### config.mk
export PLATFORM = sky130hd
export DESIGN_NAME = branch_resolve_unit
export DESIGN_NICKNAME = d
export VERILOG_FILES = /design/src/rtl/branch_resolve_unit.sv
export SDC_FILE = /design/constraint.sdc
export NUM_CORES = 1
export LEC_CHECK = 0
export BUFFER_PORTS_ARGS = -buffer_cell sky130_fd_sc_hd__buf_4
export CAP_MARGIN = 15
export CORE_MARGIN = 2
export CORE_UTILIZATION = 30
export CTS_CLUSTER_SIZE = 12
export DETAILED_ROUTE_END_ITERATION = 8
export PLACE_DENSITY = 0.56
export SETUP_SLACK_MARGIN = 0.05
export SKIP_LAST_GASP = 1
export SLEW_MARGIN = 15
export SYNTH_ARGS = -nofsm -noshare
export SYNTH_HDL_FRONTEND = slang
export SYNTH_SLANG_ARGS = --single-unit
### constraint.sdc
create_clock -name clk -period 2.1 [get_ports clk]
set_input_delay 0.105 -clock clk [delete_from_list [all_inputs] [get_ports clk]]
set_output_delay 0.105 -clock clk [all_outputs]
set_load 0.05 [all_outputs]
### src/rtl/branch_resolve_unit.sv
// ID-stage branch resolver: decodes MIPS-style branches, jumps and TEQ traps, registers the outcome one cycle later.
// Optional 2-bit saturating predictor table is built when BRU_PREDICT_EN is defined.
module branch_resolve_unit #(
  parameter int WIDTH     = 32,
  parameter int PHT_IDX_W = 4,
  parameter int CNT_W     = 16
) (
  input  logic                 clk,
  input  logic                 rst,
  input  logic                 in_valid,
  input  logic                 stall,
  input  logic [WIDTH-1:0]     a,
  input  logic [WIDTH-1:0]     b,
  input  logic [5:0]           op,
  input  logic [5:0]           func,
  input  logic [4:0]           rt,
  input  logic [PHT_IDX_W-1:0] pc_idx,
  input  logic                 pred_taken,
  input  logic                 exception,
  input  logic                 exc_ack,
  input  logic [PHT_IDX_W-1:0] if_idx,
  output logic                 if_pred,
  output logic                 res_valid,
  output logic                 branch,
  output logic                 mispredict,
  output logic                 exc_pending,
  output logic [CNT_W-1:0]     br_cnt,
  output logic [CNT_W-1:0]     mp_cnt
);

  localparam logic [5:0] OP_SPECIAL = 6'b000000;
  localparam logic [5:0] OP_REGIMM  = 6'b000001;
  localparam logic [5:0] OP_J       = 6'b000010;
  localparam logic [5:0] OP_JAL     = 6'b000011;
  localparam logic [5:0] OP_BEQ     = 6'b000100;
  localparam logic [5:0] OP_BNE     = 6'b000101;
  localparam logic [5:0] OP_BLEZ    = 6'b000110;
  localparam logic [5:0] OP_BGTZ    = 6'b000111;
  localparam logic [5:0] FN_JR      = 6'b001000;
  localparam logic [5:0] FN_JALR    = 6'b001001;
  localparam logic [5:0] FN_TEQ     = 6'b110100;

  typedef enum logic {ST_RUN, ST_EXC} state_e;

  state_e           state_q, state_d;
  logic             res_valid_q, res_valid_d;
  logic             branch_q, branch_d;
  logic             mispredict_q, mispredict_d;
  logic [CNT_W-1:0] br_cnt_q, br_cnt_d;
  logic [CNT_W-1:0] mp_cnt_q, mp_cnt_d;

  logic accept, trap_req, pht_we;
  logic is_cond, is_uncond, is_teq, taken, a_neg, a_zero;

  // Handshake: an ID instruction is taken when in_valid && !stall && !exc_pending;
  // stall is the only back-pressure and freezes every register except under rst.
  assign accept = in_valid & ~stall & (state_q == ST_RUN);
  assign a_neg  = a[WIDTH-1];
  assign a_zero = (a == '0);

  always_comb begin
    is_cond   = 1'b0;
    is_uncond = 1'b0;
    is_teq    = 1'b0;
    taken     = 1'b0;
    case (op)
      OP_BEQ:  begin is_cond = 1'b1; taken = (a == b); end
      OP_BNE:  begin is_cond = 1'b1; taken = (a != b); end
      OP_BLEZ: begin is_cond = 1'b1; taken = a_neg | a_zero; end
      OP_BGTZ: begin is_cond = 1'b1; taken = ~a_neg & ~a_zero; end
      OP_REGIMM: begin
        if (rt == 5'b00001) begin
          is_cond = 1'b1;
          taken   = ~a_neg;
        end else if (rt == 5'b00000) begin
          is_cond = 1'b1;
          taken   = a_neg;
        end
      end
      OP_J, OP_JAL: is_uncond = 1'b1;
      OP_SPECIAL: begin
        is_uncond = (func == FN_JR) | (func == FN_JALR);
        is_teq    = (func == FN_TEQ);
      end
      default: ;
    endcase
  end

  assign trap_req = exception | (accept & is_teq & (a == b));

  always_comb begin
    state_d      = state_q;
    res_valid_d  = res_valid_q;
    branch_d     = branch_q;
    mispredict_d = mispredict_q;
    br_cnt_d     = br_cnt_q;
    mp_cnt_d     = mp_cnt_q;
    pht_we       = 1'b0;
    if (!stall) begin
      res_valid_d  = 1'b0;
      branch_d     = 1'b0;
      mispredict_d = 1'b0;
      case (state_q)
        ST_RUN: begin
          if (trap_req) begin
            // A trap overrides whatever branch outcome was decoded.
            state_d     = ST_EXC;
            res_valid_d = 1'b1;
            branch_d    = 1'b1;
          end else if (accept) begin
            res_valid_d = 1'b1;
            if (is_cond) begin
              branch_d     = taken;
              mispredict_d = taken ^ pred_taken;
              pht_we       = 1'b1;
              if (br_cnt_q != '1) br_cnt_d = br_cnt_q + CNT_W'(1);
              if ((taken ^ pred_taken) && (mp_cnt_q != '1)) mp_cnt_d = mp_cnt_q + CNT_W'(1);
            end else if (is_uncond) begin
              branch_d = 1'b1;
            end
          end
        end
        ST_EXC: begin
          if (exc_ack && !exception) state_d = ST_RUN;
        end
        default: state_d = ST_RUN;
      endcase
    end
  end

  always_ff @(posedge clk) begin
    if (rst) begin
      state_q      <= ST_RUN;
      res_valid_q  <= 1'b0;
      branch_q     <= 1'b0;
      mispredict_q <= 1'b0;
      br_cnt_q     <= '0;
      mp_cnt_q     <= '0;
    end else begin
      state_q      <= state_d;
      res_valid_q  <= res_valid_d;
      branch_q     <= branch_d;
      mispredict_q <= mispredict_d;
      br_cnt_q     <= br_cnt_d;
      mp_cnt_q     <= mp_cnt_d;
    end
  end

  assign res_valid   = res_valid_q;
  assign branch      = branch_q;
  assign mispredict  = mispredict_q;
  assign exc_pending = (state_q == ST_EXC);
  assign br_cnt      = br_cnt_q;
  assign mp_cnt      = mp_cnt_q;

`ifdef BRU_PREDICT_EN
  logic [1:0] pht_q [1 << PHT_IDX_W];

  always_ff @(posedge clk) begin
    if (rst) begin
      for (int i = 0; i < (1 << PHT_IDX_W); i++) pht_q[i] <= 2'b01;
    end else if (pht_we) begin
      if (taken && (pht_q[pc_idx] != 2'b11)) pht_q[pc_idx] <= pht_q[pc_idx] + 2'd1;
      else if (!taken && (pht_q[pc_idx] != 2'b00)) pht_q[pc_idx] <= pht_q[pc_idx] - 2'd1;
    end
  end

  // Registered table read: a same-cycle update is seen only from the next cycle.
  assign if_pred = pht_q[if_idx][1];
`else
  logic unused_pred_inputs;
  assign unused_pred_inputs = ^{pht_we, pc_idx, if_idx};
  assign if_pred = 1'b0;
`endif

endmodule

==> flow_summary_export.csv <==
group,metric,value,unit
outcome,status,"completed",
drt,wl_per_cell,13.7,um
synth,syn_area_per_cell,8.24,um2
final_layout,syn2layout_area_growth,69.9,%
placement,preCtsSetupSlack,-0.375,ns
placement,dp_hpwl,6.20,mm
drt,vias_per_cell,4.93,
final_layout,insertedDiodeCount,0,
placement,placement.io_buffers,123,
floorplan,die_w,94.3,um
global_route,via_count_of_the_first_global_routing_pass,2663,
drt,drt_wl_total,7.79,mm
flow_run,maxCapViolCount,0,
drt,dr.pass1.iters,4,
final_layout,instances_no_fill,568,
synth,post_synth_inst_count,297,
sta,finalHoldWorstSlack,0.147,ns
placement,dpl_cell_area,3740,um2
floorplan,std_cell_rows,32,
setup_path,critPathKind,"input port to flop",
cts,clock_tree_from_tritoncts,"yes",
global_route,first_pass_grt_wire_length,12.5,mm
setup_path,critical_path_peak_fanout,7,
sta,setup_viol,0,
synth,synth_flop_cell,"sky130_fd_sc_hd__dfxtp_1",
synth,yosys.cell_types.count,49,
drt,ant_nets,0,
setup_path,crit_chain,"buf_4 -> buf_6 -> xor2_1 -> nor4_1 -> nand4_1 -> o211a_1 -> nor3_4 -> mux2i_1 -> buf_4 -> buf_4 -> xor2_1 -> nor2_1",
final_layout,final_design_area_no_fill,4160,um2
drt,drc,0,
global_route,grt-ovfl-total,0,
power,power_leakage,1.80,nW
setup_path,startpoint_type,"input port",
power,p_int,1.09,mW
synth,ys_seq_elements,36,
synth,sequential_element_share_of_the_synthesized_area,0.295,
cts,clkSinkCount,36,
global_route,grt_max_degree,45,
cts,ctsHoldBuffers,0,
power,peak_supply_drop,0.000200,V
synth,synth.most_common_cell,"sky130_fd_sc_hd__xor2_1",
global_route,global_route.usage.total,0.177,
sta,final_worst_clock_skew,0.00623,ns
cts,clk_root_buffer_cell,"sky130_fd_sc_hd__clkbuf_8",
synth,syn-cell-area,2450,um2
synth,synth_commonest_cells,"sky130_fd_sc_hd__xor2_1 (37), sky130_fd_sc_hd__dfxtp_1 (36), sky130_fd_sc_hd__nor2_1 (33), sky130_fd_sc_hd__nor4_1 (20), sky130_fd_sc_hd__nand2_1 (18)",
synth,yosysWarningCount,0,
cts,cts_buffer_depth,2,
setup_path,cp_slowest_stage_delay,0.31,ns
cts,cts_h_tree_depth,2,
sta,fin_crit,2.01,ns
synth,ys_async_rst_share,0,
cts,clkTransAtPathRegs,0.08,ns
drt,detailroute.via_count,2799,
final_layout,layout-drive-gt1-share,0.521,
power,p_sw_frac,0.277,
power,clkPwrFrac,0.330,
sta,setup_tns,0,ns
sta,final.setup.worst_slack,0.0889,ns
final_layout,finish.utilization,0.532,
placement,global_placement_routability_congestion,0.928,
drt,first_iter_violations,90,
cts,tritoncts.num_buffers,5,
synth,yosysTopAreaCellShare,0.295,
sta,report.final.hold_viol_count,0,
sta,rsz_0062_raised_after_global_routing,"yes",
setup_path,cpMaxStageDelayCell,"sky130_fd_sc_hd__o211a_1",
power,power.share.sequential,0.449,
setup_path,critPathArrivalTime,2.17,ns
final_layout,sequential_cell_area,768,um2
setup_path,endpoint_kind,"flop",
final_layout,nets,563,
sta,achievable-frequency,0.497,GHz
sta,final.period_utilization,0.958,
sta,final-max-slew-violation-count,0,
power,comb_power_share,0.221,
floorplan,die-area,8890,um2
final_layout,fillerInstances,782,
floorplan,fp.coreArea,7810,um2
floorplan,design.portCount,133,
setup_path,endpoint_required_time_on_the_critical_path,2.26,ns
min_path,timing.hold.worst.class,"input port to flop",
floorplan,die_y,94.3,um
synth,synthTopCellsByArea,"sky130_fd_sc_hd__dfxtp_1 (29%), sky130_fd_sc_hd__xor2_1 (13%), sky130_fd_sc_hd__nor4_1 (5.1%)",
setup_path,critical-path-top-cell-by-count,"sky130_fd_sc_hd__buf_4",
synth,post_synth_top_area_cell,"sky130_fd_sc_hd__dfxtp_1",
synth,synth.net_count,395,
floorplan,start_util,0.313,
final_layout,multiInputGateArea,1830,um2
power,design_power_total,1.51,mW
placement,dp_cells,547,
global_route,number_of_antenna_violations_at_the_first_check_in_global_routing,0,
synth,count_of_flip_flops_with_a_built_in_enable_after_synthesis,0,
power,power.density_cell_area,362,nW/um2
power,total_switching_power,0.417,mW
cts,clock_insertion_delay_worst_skew,0.28,ns
layout make-up:
type	instances	share of cell area
Clock buffer	5	0.0166
Clock inverter	3	0.00452
Inverter	11	0.00993
Multi-Input combinational cell	242	0.441
Sequential cell	36	0.185
Tap cell	102	0.0307
Timing Repair Buffer	169	0.312
layout by cell type (no fill, tap or decap), types with 8 or more instances in the layout:
cell type                 Yosys  layout
sky130_fd_sc_hd__a21oi_1     14      11
sky130_fd_sc_hd__buf_4        3     161
sky130_fd_sc_hd__buf_6        2       8
sky130_fd_sc_hd__dfxtp_1     36      20
sky130_fd_sc_hd__dfxtp_4      0      11
sky130_fd_sc_hd__inv_1       11      11
sky130_fd_sc_hd__nand2_1     18      18
sky130_fd_sc_hd__nand3_1     12      10
sky130_fd_sc_hd__nand4_1     12      12
sky130_fd_sc_hd__nor2_1      33      31
sky130_fd_sc_hd__nor4_1      20      14
sky130_fd_sc_hd__o21ai_0     11      10
sky130_fd_sc_hd__xnor2_1      9       8
sky130_fd_sc_hd__xor2_1      37      34
power by group through the flow:
stage	combinational [mW]	clock, mW	sequential [mW]
floorplan	0.103	0	0.708
global placement	0.309	0	0.694
detailed placement	0.311	0	0.694
CTS	0.316	0.508	0.678
global route	0.361	0.542	0.677
finish	0.333	0.497	0.676
path summary, 6_finish.rpt:
path | from | end | slack (ns) | cells past startpoint
min | stall | res_valid$_SDFFE_PP0N_ | 0.15 | 3
max reg2reg | mp_cnt[4]$_SDFFE_PP0P_ | mp_cnt[10]$_SDFFE_PP0P_ | 0.10 | 9
min reg2reg | br_cnt[8]$_SDFFE_PP0P_ | br_cnt[8]$_SDFFE_PP0P_ | 0.51 | 2
max | a[11] | mp_cnt[3]$_SDFFE_PP0P_ | 0.09 | 12
state kept, by name, summed over array words and instances (netlist names):
| name | count |
|---|---|
| mispredict | 1 |
| mp_cnt | 16 |
| exc_pending | 1 |
| res_valid | 1 |
| br_cnt | 16 |
| branch | 1 |
what timing repair did:
action	in CTS	in global routing
endpoints found under the setup margin	6	28
gates resized for setup	10	41
hold endpoints to repair	0	0
pin swaps	6	14
setup buffers	3	10
per-layer routing:
metal  vias up  wire (um)  share of wire  track usage
met5         -          0              0            0
met4         0        130          0.017       0.0399
met3        12        345          0.044       0.0329
met2        64       3940           0.51        0.307
met1      1319       3370           0.43        0.226
li1       1404          -              -            -
kinds of logic after synthesis:
family	after synthesis	synth area share
mux	6	0.0266
compound gates	38	0.109
flops	36	0.295
xor+xnor	47	0.171
other cells	1	0.00153
buf+inv	19	0.0399
simple gates	148	0.347
fa+ha+maj	2	0.0102
worst max-delay path, delay by kind of cell:
kind / cells / cell delay (ns)
muxes: 1 / 0.22
buffers and inverters: 4 / 0.50
AOI/OAI and AO/OA: 1 / 0.31
xor gates and xnor gates: 2 / 0.28
and+or+nand+nor: 4 / 0.76
No activity file was read; power rests on OpenSTA's default activity.
